**src/rtl/cam_pkg.sv**
```systemverilog
// Shared definitions for the camera capture block: frame geometry defaults and FSM encoding.
package cam_pkg;

  localparam int unsigned H_ACTIVE_DEFAULT = 640;
  localparam int unsigned V_ACTIVE_DEFAULT = 480;

  typedef enum logic [1:0] {
    StIdle   = 2'd0,
    StWaitVs = 2'd1,
    StActive = 2'd2
  } cam_state_e;

endpackage

```
**src/rtl/cam_sync.sv**
```systemverilog
// Two-flop synchronizer for one asynchronous camera control pin, with rise/fall detect
// on the synchronized value.
module cam_sync (
  input  logic clk,
  input  logic rst,
  input  logic d,
  output logic q,
  output logic rise,
  output logic fall
);

  logic meta_q, sync_q, prev_q;

  always_ff @(posedge clk) begin
    if (rst) begin
      meta_q <= 1'b0;
      sync_q <= 1'b0;
      prev_q <= 1'b0;
    end else begin
      meta_q <= d;
      sync_q <= meta_q;
      prev_q <= sync_q;
    end
  end

  assign q    = sync_q;
  assign rise = sync_q & ~prev_q;
  assign fall = ~sync_q & prev_q;

endmodule

```
**src/rtl/cam_capture.sv**
```systemverilog
// DVP camera capture: assembles RGB565 pixels from byte pairs into a ready/valid stream.
// Define CAM_CAPTURE_FRAME_CNT_EN to add a 16-bit wrapping frame counter output.
module cam_capture
  import cam_pkg::*;
#(
  parameter int unsigned H_ACTIVE = H_ACTIVE_DEFAULT,
  parameter int unsigned V_ACTIVE = V_ACTIVE_DEFAULT
) (
  input  logic        clk,
  input  logic        rst,
  input  logic        en,
  input  logic        cam_pclk,
  input  logic        cam_vsync,
  input  logic        cam_href,
  input  logic [7:0]  cam_d,
  output logic [15:0] pix_data,
  output logic        pix_valid,
  input  logic        pix_ready,
  output logic        pix_sof,
  output logic        pix_eol,
  output logic        frame_done,
  output logic        ovf,
  output logic        line_err,
  input  logic        err_clr
`ifdef CAM_CAPTURE_FRAME_CNT_EN
  ,
  output logic [15:0] frame_cnt
`endif
);

  localparam int unsigned XW = $clog2(H_ACTIVE + 1);
  // One spare count above V_ACTIVE so frames with too many lines are still caught.
  localparam int unsigned YW = $clog2(V_ACTIVE + 2);
  localparam logic [XW-1:0] XMax  = XW'(H_ACTIVE);
  localparam logic [XW-1:0] XLast = XW'(H_ACTIVE - 1);
  localparam logic [YW-1:0] YFull = YW'(V_ACTIVE);
  localparam logic [YW-1:0] YSat  = YW'(V_ACTIVE + 1);

  logic pclk_s, pclk_rise, pclk_fall;
  logic vs_s, vs_rise, vs_fall;
  logic href_s, href_rise, href_fall;

  cam_sync u_sync_pclk (
    .clk  (clk),
    .rst  (rst),
    .d    (cam_pclk),
    .q    (pclk_s),
    .rise (pclk_rise),
    .fall (pclk_fall)
  );

  cam_sync u_sync_vsync (
    .clk  (clk),
    .rst  (rst),
    .d    (cam_vsync),
    .q    (vs_s),
    .rise (vs_rise),
    .fall (vs_fall)
  );

  cam_sync u_sync_href (
    .clk  (clk),
    .rst  (rst),
    .d    (cam_href),
    .q    (href_s),
    .rise (href_rise),
    .fall (href_fall)
  );

  logic unused_sync;
  assign unused_sync = ^{pclk_s, pclk_fall, vs_s, href_rise};

  // Data bus shares the pclk synchronizer latency so each sample event sees its own byte.
  logic [7:0] d_meta_q, d_sync_q;

  cam_state_e state_q, state_d;
  logic       cnt_clr, frame_end;

  always_comb begin
    state_d   = state_q;
    cnt_clr   = 1'b0;
    frame_end = 1'b0;
    unique case (state_q)
      StIdle: begin
        if (en && vs_rise) state_d = StWaitVs;
      end
      StWaitVs: begin
        if (vs_fall) begin
          state_d = StActive;
          cnt_clr = 1'b1;
        end
      end
      StActive: begin
        if (vs_rise) begin
          frame_end = 1'b1;
          state_d   = en ? StWaitVs : StIdle;
        end
      end
      default: state_d = StIdle;
    endcase
  end

  logic          phase_q;
  logic [7:0]    hi_q;
  logic [XW-1:0] x_q;
  logic [YW-1:0] y_q;
  logic [15:0]   pix_data_q;
  logic          pix_valid_q, pix_sof_q, pix_eol_q;
  logic          frame_done_q, ovf_q, line_err_q;

  logic active, sample, complete, line_end, accept, load, drop, line_err_set;

  always_comb begin
    active       = (state_q == StActive);
    sample       = active & pclk_rise & href_s;
    complete     = sample & phase_q;
    line_end     = active & href_fall;
    accept       = pix_valid_q & pix_ready;
    load         = complete & (~pix_valid_q | accept);
    drop         = complete & ~load;
    line_err_set = (line_end && (x_q != XMax)) || (frame_end && (y_q != YFull));
  end

  always_ff @(posedge clk) begin
    if (rst) begin
      d_meta_q     <= '0;
      d_sync_q     <= '0;
      state_q      <= StIdle;
      phase_q      <= 1'b0;
      hi_q         <= '0;
      x_q          <= '0;
      y_q          <= '0;
      pix_data_q   <= '0;
      pix_valid_q  <= 1'b0;
      pix_sof_q    <= 1'b0;
      pix_eol_q    <= 1'b0;
      frame_done_q <= 1'b0;
      ovf_q        <= 1'b0;
      line_err_q   <= 1'b0;
    end else begin
      d_meta_q     <= cam_d;
      d_sync_q     <= d_meta_q;
      state_q      <= state_d;
      frame_done_q <= frame_end;

      if (!href_s || !active) begin
        phase_q <= 1'b0;
      end else if (sample) begin
        phase_q <= ~phase_q;
      end

      if (sample && !phase_q) hi_q <= d_sync_q;

      if (cnt_clr) begin
        x_q <= '0;
        y_q <= '0;
      end else if (line_end) begin
        x_q <= '0;
        if (y_q != YSat) y_q <= y_q + YW'(1);
      end else if (complete && (x_q != XMax)) begin
        x_q <= x_q + XW'(1);
      end

      if (load) begin
        pix_data_q  <= {hi_q, d_sync_q};
        pix_sof_q   <= (x_q == '0) && (y_q == '0);
        pix_eol_q   <= (x_q == XLast);
        pix_valid_q <= 1'b1;
      end else if (accept) begin
        pix_valid_q <= 1'b0;
      end

      if (drop) begin
        ovf_q <= 1'b1;
      end else if (err_clr) begin
        ovf_q <= 1'b0;
      end

      if (line_err_set) begin
        line_err_q <= 1'b1;
      end else if (err_clr) begin
        line_err_q <= 1'b0;
      end
    end
  end

  assign pix_data   = pix_data_q;
  assign pix_valid  = pix_valid_q;
  assign pix_sof    = pix_sof_q;
  assign pix_eol    = pix_eol_q;
  assign frame_done = frame_done_q;
  assign ovf        = ovf_q;
  assign line_err   = line_err_q;

`ifdef CAM_CAPTURE_FRAME_CNT_EN
  logic [15:0] frame_cnt_q;

  always_ff @(posedge clk) begin
    if (rst) begin
      frame_cnt_q <= '0;
    end else if (frame_end) begin
      frame_cnt_q <= frame_cnt_q + 16'd1;
    end
  end

  assign frame_cnt = frame_cnt_q;
`endif

endmodule
```
**config.mk**
```make
export PLATFORM = sky130hd
export DESIGN_NAME = cam_capture
export DESIGN_NICKNAME = d
export VERILOG_FILES = /design/src/rtl/cam_pkg.sv /design/src/rtl/cam_sync.sv /design/src/rtl/cam_capture.sv
export SDC_FILE = /design/constraint.sdc
export NUM_CORES = 1
export LEC_CHECK = 0
export ABC_AREA = 1
export BUFFER_PORTS_ARGS = -buffer_cell sky130_fd_sc_hd__buf_2
export CAP_MARGIN = 20
export CORE_ASPECT_RATIO = 1.1
export CORE_UTILIZATION = 64
export CTS_BUF_LIST = sky130_fd_sc_hd__clkbuf_4
export CTS_CLUSTER_DIAMETER = 60
export DETAILED_ROUTE_END_ITERATION = 10
export PLACE_DENSITY_LB_ADDON = 0.3
export SYNTH_ARGS = -nofsm -noshare
export SYNTH_HDL_FRONTEND = slang
export SYNTH_SLANG_ARGS = --single-unit
```
**constraint.sdc**
```tcl
create_clock -name clk -period 2.75 [get_ports clk]
set_clock_uncertainty 0.15 [all_clocks]
set_input_delay 0.1375 -clock clk [delete_from_list [all_inputs] [get_ports clk]]
set_output_delay 0.1375 -clock clk [all_outputs]
set_load 0.01 [all_outputs]
```
# Word-level counts from Yosys, hierarchy flattened
# Cells that the tools add are included.
# word_totals
out_inout_bits	22
reg_bits	77
inputBits	16
word_cells	89
# op_classes
add_sub_neg	2
n_mux	14
reduce_logical	22
n_bitwise	19
eq_ne	9
# op_table
operator	count
9-bit inequality test (second input constant)	2
1-bit bitwise AND	11
10-bit by 1-bit adder with 10-bit output (second input constant)	1
10-bit == test (second input constant)	1
10-bit zero test	1
1-bit 2-to-1 mux	10
10-bit inequality test (second input constant)	1
9-bit by 1-bit adder with 9-bit output (second input constant)	1
9-bit zero test	1
1-bit inverter	7
1-bit logical AND	6
2-bit 2-to-1 mux	3
2-bit one-hot mux with 3 select lines	1
2-bit nonzero test	3
2-bit inequality test (second input constant)	2
2-bit OR reduction	2
1-bit zero test	3
3-bit AND reduction	1
3-bit OR reduction	1
2-bit by 1-bit == test with 1-bit output (second input constant)	1
2-bit == test (second input constant)	1
2-bit zero test	1
1-bit logical OR	2
2-bit by 1-bit inequality test with 1-bit output (second input constant)	1
2 further kinds	2

# Depth between registers and ports, before layout
# Gate-level depths: netlist of the first run.
# depth
depth_word	9
mapped_depth	9
ltp_nobuf	9

# Hierarchy
# Synthesis of the first run repeated with hierarchy kept, for this count alone.
# hier_totals
cells_unflattened	422
area_unflattened_um2	3126.7
# modules_own_cells
module	area_per_inst_um2	cells_per_inst	seq_area_each_um2	n_inst
cam_capture	2845.2	386	1361.3	1
cam_sync	93.8	12	60.1	3

# Worst setup path after synthesis of the first run
# No wires, ideal clock.
# synth_timing
kind	register -> register
startpoint	register x_q[0]
endpoint	register x_q[1]
path_slack_ns	1.303
n_path_buf	0
t_required_ns	2.528
setup_ns	0.072
path_stages_with_launch	9
synth_period_minus_slack_ns	1.447
arrival_time_ns	1.226
cell_sequence	dfxtp_1 -> inv_1 -> ha_1 -> nand2_1 -> nor2_1 -> nand3_1 -> nand2_2 -> nand2_1 -> a21oi_1
# synth_between
elab_chain_cells	2
word_cells_on_any_way	3
classes_between	1 x add/sub; 1 x eq/ne; 1 x reduce/logical
# synth_lines
element	line_no	rtl
from (decl)	cam_capture.sv:105	logic [XW-1:0] x_q;
from (signal assigned)	cam_capture.sv:161	x_q <= x_q + XW'(1);
parallel branches: the longest is 2 deep, another holds 10-bit by 1-bit adder with 10-bit output	n/a	
# Several ways; the timed one is not identified.
# A chain may end at the register's enable or synchronous reset.

# Worst setup path in the final report of the first run
# layout_timing
startpoint	register state_q[0]
endpoint	register ovf_q (netlist: ovf)
# layout_between
elab_chain_cells	8
word_cells_on_any_way	9
classes_between	1 x eq/ne; 1 x mux; 6 x bitwise; 1 x reduce/logical
# layout_lines
element	line_no	rtl
from (decl)	cam_capture.sv:76	cam_state_e state_q, state_d;
from (signal assigned)	cam_capture.sv:128	state_q <= StIdle;
from (signal assigned)	cam_capture.sv:143	state_q <= state_d;
2-bit == test *	cam_capture.sv:114	active = (state_q == StActive);
1-bit bitwise AND * (2 in series)	cam_capture.sv:115	sample = active & pclk_rise & href_s;
1-bit bitwise AND *	cam_capture.sv:116	complete = sample & phase_q;
1-bit bitwise AND	cam_capture.sv:119	load = complete & (~pix_valid_q | accept);
1-bit inverter	cam_capture.sv:120	drop = complete & ~load;
1-bit bitwise AND *	cam_capture.sv:120	
1-bit 2-to-1 mux / 2-bit nonzero test (equally long branches)	n/a	
to (signal assigned)	cam_capture.sv:138	ovf_q <= 1'b0;
to (signal assigned)	cam_capture.sv:174	ovf_q <= 1'b1;
to (signal assigned)	cam_capture.sv:176	ovf_q <= 1'b0;
to (decl)	cam_capture.sv:109	logic frame_done_q, ovf_q, line_err_q;
# Mark *: on every way between the ends. The rest lies on a longest branch, timed or not.

==> flow_summary.toml, run 1 <==
[critical_path]
path_class = "reg -> reg"
worstReg2RegEnd = "ovf"
cp-startpoint = "state_q[0]"
critical_path.startpoint_type = "flip-flop"
timing.critical_path.slowest_stage_cell = "dlygate4sd3_1"
endpoint = "ovf"
rrSetupSlack_ps = 920
endpoint_type_of_the_worst_setup_path = "flip-flop"
critical_path_cell_by_cell = "inv_2 -> nand3_4 -> nor3_4 -> nand2_1 -> a21oi_1 -> dlygate4sd3_1"
ff2ff_path_depth = 6
cp.required_ps = 2970
worst-path-max-fanout = 7
critical-path-max-stage-delay_ps = 560
worst_endpoint_data_arrival_time_ps = 2050
worstReg2RegStart = "state_q[0]"

[logic_synthesis]
gate_count_of_the_mapped_netlist = 423
synthDistinctLibCells = 29
syn-mean-instance-area_um2 = 7.38
synth_nets = 444
post-synth-top-area-cell = "dfxtp_1"
synth-seq-area-share = 0.494
syn-cell-area_um2 = 3120
ys_warn_count = 0
area_share_of_the_leading_cell_type_in_the_synthesized_netlist = 0.494
count_of_state_elements_after_synthesis = 77
biggest_area_contributors_in_the_synthesized_netlist = "dfxtp_1, nand2_1, nor2_1"

[layout]
drive_gt1_frac = 0.139
finalCoreUtilization = 0.781
area.sequential_um2 = 1540
layout.cells.most_common = "nand2_1"
fill_cells = 343
final_nets = 499
syn2layout_area_growth_pct = 16.4
mostFrequentLayoutCells = "nand2_1, dfxtp_1, nor2_1, inv_1"
n_antenna_cell = 0
multiInputGateArea_um2 = 1310

[drt]
first_iter_violations = 217
drt-pass1-iter-count = 4
route.detailed.vias_per_inst = 4.92
dr_total_vias = 2651
wl_mm = 5.82
detail_route.drc_violations = 0
drt.antenna.violating_nets = 0
post_dr_wirelength_cell_um = 10.8

[placed_design]
place_congestion = 0.874
dpl.hpwl_mm = 3.92
portBuffers = 37

[floorplanning]
initial_utilization = 0.671
dieWidth_um = 68.6
coreArea_um2 = 4650
die_h_um = 75.2
core.rowCount = 26
dieArea_um2 = 5160
pin_count = 38

[grt]
number_of_global_route_vias_before_repair = 2253
grtUsageTotal = 0.244
grt_start_max_net_pins = 49
number_of_antenna_violations_at_the_first_check_in_global_routing = 0
grt_remaining_overflow = 0
grt_pass1_wl_mm = 9.25

[timing]
finalHoldViolations = 0
finalWorstPathRequiredPeriod_ps = 1830
period_share = 0.666
totalNegativeSetupSlack_ps = 0
grt_setup_unrepaired = "false"
max_freq_mhz = 546
slew_viols_final = 0
worst_pin_slew_ps = 466
timing.max_slew.rel_slack = 0.689
setup_violations = 0

[power]
pwr-share-comb = 0.036
power_report.internal_total_mw = 1.45
proportion_of_power_drawn_by_the_clock_network = 0.364
maximum_vdd_ir_drop_uv = 372
share_seq_of_total_power = 0.600
p_switching_uw = 454
p_leak_nw = 1.57
power.density_cell_area_nw_per_um2 = 523
p_sw_frac = 0.239

[run]
max-cap-violations = 0

[status]
status = "finished, final reports clean"

[worst_hold_path]
holdCritPathClass = "reg -> reg"

[cts]
cts.htree.levels = 3
clock-sinks = 77
clk_latency_ps = 420
cts_tree = "yes"
tritoncts.num_buffers = 9
cts-root-buf = "clkbuf_4"
post_cts.repair.setup_buffers = 0
clock_tree.buffer_depth = 2
clk_pin_slew_worst_paths_ps = 130
==> flip-flops by register name (all words and copies together) (netlist names) <==
name / flops
d_meta_q: 8
d_sync_q: 8
frame_done: 1
hi_q: 8
line_err: 1
ovf: 1
phase_q: 1
pix_data: 16
pix_eol: 1
pix_sof: 1
pix_valid: 1
state_q: 2
u_sync_href.meta_q: 1
u_sync_href.prev_q: 1
u_sync_href.q: 1
u_sync_pclk.meta_q: 1
u_sync_pclk.prev_q: 1
u_sync_pclk.q: 1
u_sync_vsync.meta_q: 1
u_sync_vsync.prev_q: 1
u_sync_vsync.q: 1
x_q: 10
y_q: 9
==> worst min path at each step <==
| stage | startpoint | endpoint | slack [ps] | depth (start not counted) |
|---|---|---|---|---|
| after floorplan | cam_d[0] | d_meta_q[0] | 90 | 2 |
| after global routing | d_meta_q[6] | d_sync_q[6] | 280 | 2 |
| final | d_meta_q[7] | d_sync_q[7] | 260 | 2 |
| after detailed placement | cam_d[6] | d_meta_q[6] | 200 | 3 |
| after CTS | d_meta_q[4] | d_sync_q[4] | 260 | 2 |
| after global placement | cam_d[5] | d_meta_q[5] | 190 | 3 |
==> stage by stage <==
stage / power, mW / cells / setup slack [ps] / instance area (um2) / hold slack (ps)
after floorplan: 1.20 / 423 / 1300 / 3120 / 94.5
after global placement: 1.21 / 507 / 1140 / 3330 / 186
after detailed placement: 1.22 / 507 / 1070 / 3330 / 195
after CTS: 1.91 / 539 / 920 / 3630 / 260
after global routing: 1.97 / 539 / 815 / 3630 / 283
final: 1.90 / 539 / 919 / 3630 / 259
==> power groups by stage <==
| stage | sequential, mW | clock, mW | combinational [mW] |
|---|---|---|---|
| after floorplan | 1.16 | 0 | 0.0333 |
| after global placement | 1.16 | 0 | 0.0499 |
| after detailed placement | 1.16 | 0 | 0.0515 |
| after CTS | 1.14 | 0.701 | 0.0678 |
| after global routing | 1.14 | 0.751 | 0.0771 |
| final | 1.14 | 0.692 | 0.0679 |
==> cell usage after synthesis <==
master and number:
nor2_1 67, inv_1 54, buf_4 1, nand3_4 1, nand3b_1 3, buf_6 1, nand4_1 4, xor2_1 6
nand3_1 18, nor3_4 1, nor4_1 1, inv_2 3, dfxtp_1 77, a31oi_1 1, nor2_4 2, o21ai_0 11
xnor2_1 2, clkbuf_1 3, buf_1 3, ha_1 5, nor3b_1 2, nand2_2 4, nor3_1 3, nand2_1 108
a21oi_1 37, nor2_2 1, a21oi_2 1, buf_2 2, o211ai_1 1
==> logic make-up after synthesis <==
logic type / count (synthesis) / synth area share
AO/OA/AOI/OAI: 51 / 0.0842
XOR/XNOR: 8 / 0.0225
adder cells (fa/ha/maj): 5 / 0.0200
buffers and inverters: 67 / 0.0850
flip-flops: 77 / 0.494
AND/OR/NAND/NOR: 215 / 0.294
==> repair_timing <==
| item | CTS | global route |
|---|---|---|
| hold buffers | 16 | 0 |
| hold endpoints to repair | 21 | 0 |
| resized for setup | 0 | 0 |
==> area by class of cell <==
class / count / area share
tap: 56 / 0.0193
sequential: 77 / 0.424
timing repair buffer: 54 / 0.0971
clock buffer: 9 / 0.0186
clock inverter: 7 / 0.0203
multi-input combinational: 279 / 0.362
inverter: 57 / 0.0589
==> worst max-delay path: cells and delay by family, from the launching register on <==
kind                   cells  cell delay, ps
buffers and inverters      2             650
AO/OA/AOI/OAI              1             140
flip-flops                 1             360
AND/OR/NAND/NOR            3             490
==> metal layers <==
metal / part of all wire / track usage
met1: 0.47 / 0.309
met2: 0.46 / 0.391
met3: 0.048 / 0.0500
met4: 0.020 / 0.125
met5: 0 / 0
Note: power is estimated with default switching activity, not from simulation.
==> run 2: changes to the inputs <==
ABC_AREA = 0   (was 1)
CORE_UTILIZATION = 59   (was 64)
clock period = 1.8 ns   (was 2.75 ns; I/O delays follow)
==> flow_summary.toml, run 2 <==
[grt]
grt_start_max_net_pins = 40
grtUsageTotal = 0.240
number_of_antenna_violations_at_the_first_check_in_global_routing = 0
grt_pass1_wl_mm = 10.3
grt_remaining_overflow = 0
number_of_global_route_vias_before_repair = 2341

[critical_path]
critical-path-max-stage-delay_ps = 530
worst-path-max-fanout = 3
critical_path.startpoint_type = "flip-flop"
timing.critical_path.slowest_stage_cell = "or4_4"
critical_path_cell_by_cell = "inv_2 -> ha_4 -> or2b_4 -> or4_4 -> a21oi_2 -> a21oi_1"
endpoint_type_of_the_worst_setup_path = "flip-flop"
cp.buffers_inverters = 1
cpLargestDelayFamily = "simple AND/OR/NAND/NOR gates"
cp.required_ps = 1960
path_class = "reg -> reg"
worst_endpoint_data_arrival_time_ps = 2010

[cts]
clk_pin_slew_worst_paths_ps = 120
cts_tree = "yes"
tritoncts.num_buffers = 9
clk_latency_ps = 420
cts-root-buf = "clkbuf_4"
clock_tree.buffer_depth = 2
cts.htree.levels = 3
clock-sinks = 77

[timing]
setup_violations = 9
worst_pin_slew_ps = 422
finalHoldViolations = 0
finalWorstPathRequiredPeriod_ps = 1850
setup_slack_ps = -50.9
max_freq_mhz = 540
finalHoldWorstSlack_ps = 246
slew_viols_final = 0
grt_setup_unrepaired = "true"
timing.max_slew.rel_slack = 0.716
period_share = 1.03

[run]
max-cap-violations = 0

[floorplanning]
dieArea_um2 = 5400
pin_count = 38
coreArea_um2 = 4780
dieWidth_um = 70.2
core.rowCount = 26
initial_utilization = 0.631
die_h_um = 77.0

[layout]
layout.cells.most_common = "dfxtp_1"
syn2layout_area_growth_pct = 28.3
final_area_um2 = 3870
final_nets = 425
fill_cells = 314
drive_gt1_frac = 0.291
mostFrequentLayoutCells = "dfxtp_1, nand2_1, buf_2, nor2b_1"
finalNonFillerCells = 465
n_antenna_cell = 0
largest_register_ffs = 16

[placed_design]
place_congestion = 0.835
dpl-instance-area_um2 = 3370
dp_slack_ps = -48.1
portBuffers = 37
dpl.cell_count = 423
dpl.hpwl_mm = 3.97

[worst_hold_path]
holdCritPathClass = "in -> reg"

[logic_synthesis]
synthArstFlopShare = 0
synth_top_flop_cell = "dfxtp_1"
synthDistinctLibCells = 47
biggest_area_contributors_in_the_synthesized_netlist = "dfxtp_1, nor2b_1, nand2_1"
syn-cell-area_um2 = 3020
area_share_of_the_leading_cell_type_in_the_synthesized_netlist = 0.511
synth-seq-area-share = 0.511
count_of_state_elements_after_synthesis = 77
ys_warn_count = 0
synth_nets = 345
synth_common_cells = "dfxtp_1, nand2_1, a21oi_1, nor2b_1, nor2_1"
gate_count_of_the_mapped_netlist = 324
post-synth-top-area-cell = "dfxtp_1"
syn-mean-instance-area_um2 = 9.31
synth_edf_count = 0
most_frequent_cell_after_synthesis = "dfxtp_1"

[drt]
post_dr_wirelength_cell_um = 13.6
dr_total_vias = 2528
drt.antenna.violating_nets = 0
route.detailed.vias_per_inst = 5.44
drt-pass1-iter-count = 4
first_iter_violations = 146
wl_mm = 6.33
detail_route.drc_violations = 0

[power]
maximum_vdd_ir_drop_uv = 776
p_leak_nw = 1.56
power.density_cell_area_nw_per_um2 = 750

[status]
status = "finished, violations left"
failing_checks = "setup timing"
-- run 2: cell count changes in the layout (fill, tap and decap cells not counted), sizes merged, moves of 5 or more --
cell   previous run  this run
inv              59         8
a21oi            38        31
o21ai            11         6
nand2           112        46
or3               0         5
nand3            19        12
mux2i             0        11
or4               0         8
nor2b             0        30
nor2             70        21
buf              38        66
-- run 2: kinds of logic after synthesis --
group / count (synthesis) / share of synthesized area
mux: 11 / 0.0365
xor+xnor: 5 / 0.0145
simple gates: 157 / 0.295
flops: 77 / 0.511
compound gates: 47 / 0.0896
buf+inv: 22 / 0.0319
fa+ha+maj: 5 / 0.0207
-- run 2: final timing paths --
check / slack (ps) / to / startpoint / cells after the start
setup / recovery: -50 / line_err / x_q[0] / 6
hold / removal: 250 / line_err / rst / 3
setup reg to reg: -50 / line_err / x_q[0] / 6
hold reg to reg: 300 / u_sync_href.q / u_sync_href.meta_q / 1
-- run 2: power breakdown --
part | switching, mW | internal, mW
combinational | 0.0503 | 0.0666
clock | 0.620 | 0.428
sequential | 0.0119 | 1.73
total | 0.682 | 2.22
-- run 2: timing repair --
item	4_1_cts	5_1_grt
setup endpoints to repair	13	16
buffers inserted	3	5
hold endpoints to repair	24	0
hold buffers	19	0
resized for setup	13	26
pin swaps	5	17
-- run 2: through the flow --
stage | utilization | TNS (ps) | power, mW
6_report | 0.809 | -234 | 2.90
2_1_floorplan | - | -0.511 | 1.83
4_1_cts | 0.782 | -320 | 2.91
5_1_grt | 0.809 | -956 | 2.99
3_3_place_gp | 0.704 | 0 | 1.86
3_5_place_dp | 0.704 | -138 | 1.86
-- run 2: area by class of cell --
type	count	area [um2]	share of cell area
repair buffers	85	597	0.154
flip-flops and latches	77	1560	0.403
multi-input cells	225	1480	0.383
well taps	56	70.1	0.0181
clock inverters	7	72.6	0.0188
inverters	6	22.5	0.00582
clock buffers	9	67.6	0.0175
-- run 2: worst register-to-register path: cells and delay by family, from the launching register on --
family	cells	cell delay [ps]
fa+ha+maj	1	120
buf+inv	1	80
flops	1	360
compound gates	2	210
simple gates	2	810
-- run 2: per-layer routing --
layer	global-route usage	wire length, um	up-vias
met5	0	0	-
met4	0.128	231	0
met3	0.0420	184	22
met2	0.402	3050	65
met1	0.293	2870	1161
li1	-	-	1280
==> run 3: changes to the inputs <==
PLACE_DENSITY = 0.81   (was unset)
PLACE_DENSITY_LB_ADDON = unset   (was 0.3)
==> flow_summary.toml, run 3 (same netlist as run 2, synthesis figures left out) <==
[floorplanning]
die_h_um = 77.0
core.rowCount = 26
pin_count = 38
dieWidth_um = 70.2
coreArea_um2 = 4780
initial_utilization = 0.631
dieArea_um2 = 5400

[layout]
mostFrequentLayoutCells = "dfxtp_1, nand2_1, buf_2, nor2b_1, a21oi_1"
syn2layout_area_growth_pct = 23.3
fill_cells = 337
n_antenna_cell = 0
largest_register_ffs = 16
drive_gt1_frac = 0.272
final_nets = 417
layout.cells.most_common = "dfxtp_1"
finalNonFillerCells = 457

[cts]
clk_latency_ps = 430
clock_tree.buffer_depth = 2
cts_tree = "yes"
clock-sinks = 77
tritoncts.num_buffers = 9
cts.htree.levels = 3
clk_pin_slew_worst_paths_ps = 120
cts-root-buf = "clkbuf_4"

[critical_path]
worst-path-max-fanout = 3
critical_path.startpoint_type = "flip-flop"
timing.critical_path.slowest_stage_cell = "or4_4"
worst_endpoint_data_arrival_time_ps = 2030
worst_path_most_repeated_cell = "or4_4"
critical_path_cell_by_cell = "or4_4 -> or4_4 -> a21oi_2 -> a21oi_1"
cpLargestDelayFamily = "simple AND/OR/NAND/NOR gates"
path_class = "reg -> reg"
worstReg2RegStart = "x_q[4]"
endpoint_type_of_the_worst_setup_path = "flip-flop"
cp.buffers_inverters = 0
critical-path-max-stage-delay_ps = 570
cp-startpoint = "x_q[4]"
cp.required_ps = 1980

[placed_design]
dp_slack_ps = -13.2
dpl.hpwl_mm = 3.76
portBuffers = 37
dpl.cell_count = 422
place_congestion = 0.808

[grt]
grt_pass1_wl_mm = 10.1
grt_remaining_overflow = 0
grt_start_max_net_pins = 56
grtUsageTotal = 0.239
number_of_antenna_violations_at_the_first_check_in_global_routing = 0
number_of_global_route_vias_before_repair = 2274

[timing]
worst_pin_slew_ps = 521
slew_viols_final = 0
setup_violations = 3
max_freq_mhz = 538
grt_setup_unrepaired = "true"
finalWorstPathRequiredPeriod_ps = 1860
timing.max_slew.rel_slack = 0.653
finalHoldViolations = 0
setup_slack_ps = -57.8
period_share = 1.03

[power]
report.power.total_mw = 2.77
p_leak_nw = 1.51
maximum_vdd_ir_drop_uv = 523
power.density_cell_area_nw_per_um2 = 745

[drt]
first_iter_violations = 179
wl_mm = 6.03
route.detailed.vias_per_inst = 5.38
drt.antenna.violating_nets = 0
detail_route.drc_violations = 0
post_dr_wirelength_cell_um = 13.2
drt-pass1-iter-count = 6
dr_total_vias = 2460

[worst_hold_path]
holdCritPathClass = "in -> reg"
holdCritStartpoint = "cam_d[0]"

[run]
max-cap-violations = 0

[status]
failing_checks = "setup timing"
status = "finished, violations left"
-- run 3: cell count changes in the layout (fill, tap and decap cells not counted), sizes merged --
cell         before  now
bufinv            1    0
inv               8    7
buf              66   61
clkinv            3    4
clkinvlp          1    0
clkbuf            9   11
dlygate4sd3      19   16
-- run 3: power breakdown --
part	switching [mW]	internal, mW
Clock	0.601	0.320
Combinational	0.0474	0.0596
Sequential	0.0108	1.73
Total	0.659	2.11
-- run 3: path summary, 6_finish.rpt --
| check | endpoint | slack, ps | cells past startpoint |
|---|---|---|---|
| worst max-delay path | line_err | -60 | 4 |
| worst min-delay path | d_meta_q[0] | 240 | 3 |
| worst max register to register | line_err | -60 | 4 |
| worst min register to register | d_sync_q[2] | 300 | 1 |
-- run 3: final cells by class --
type	instances	area [um2]	share of cell area
Clock buffer	11	82.6	0.0222
Multi-Input combinational cell	225	1430	0.384
Sequential cell	77	1550	0.417
Timing Repair Buffer	77	529	0.142
Tap cell	56	70.1	0.0188
Clock inverter	5	36.3	0.00976
Inverter	6	22.5	0.00606
-- run 3: per-layer routing --
| layer | global-route usage | vias to the layer above | part of all wire |
|---|---|---|---|
| met4 | 0.146 | 0 | 0.026 |
| met2 | 0.388 | 56 | 0.49 |
| met3 | 0.0407 | 17 | 0.039 |
| met5 | 0 | - | 0 |
| li1 | - | 1260 | - |
| met1 | 0.293 | 1127 | 0.45 |
-- run 3: metrics by stage --
stage / TNS, ps / hold WS, ps / util / cell area, um2
finish: -111 / 244 / 0.777 / 3720
global route: -595 / 235 / 0.777 / 3720
CTS: -33.6 / 223 / 0.763 / 3650
detailed placement: -25.0 / 152 / 0.702 / 3360
global placement: 0 / 149 / 0.702 / 3360
floorplan: -0.511 / 68.2 / - / 3020
-- run 3: repair_timing --
| action | in CTS | in global routing |
|---|---|---|
| endpoints found under the hold margin | 20 | 0 |
| pin swaps | 4 | 7 |
| gates resized for setup | 3 | 18 |
| setup buffers | 2 | 2 |
| endpoints found under the setup margin | 6 | 19 |
| hold buffers | 16 | 0 |
| gates cloned | 0 | 0 |
-- run 3: worst min-delay path: stages --
cell	delay, ps
dlygate4sd3_1	520
buf_2	90
nor2b_1	100
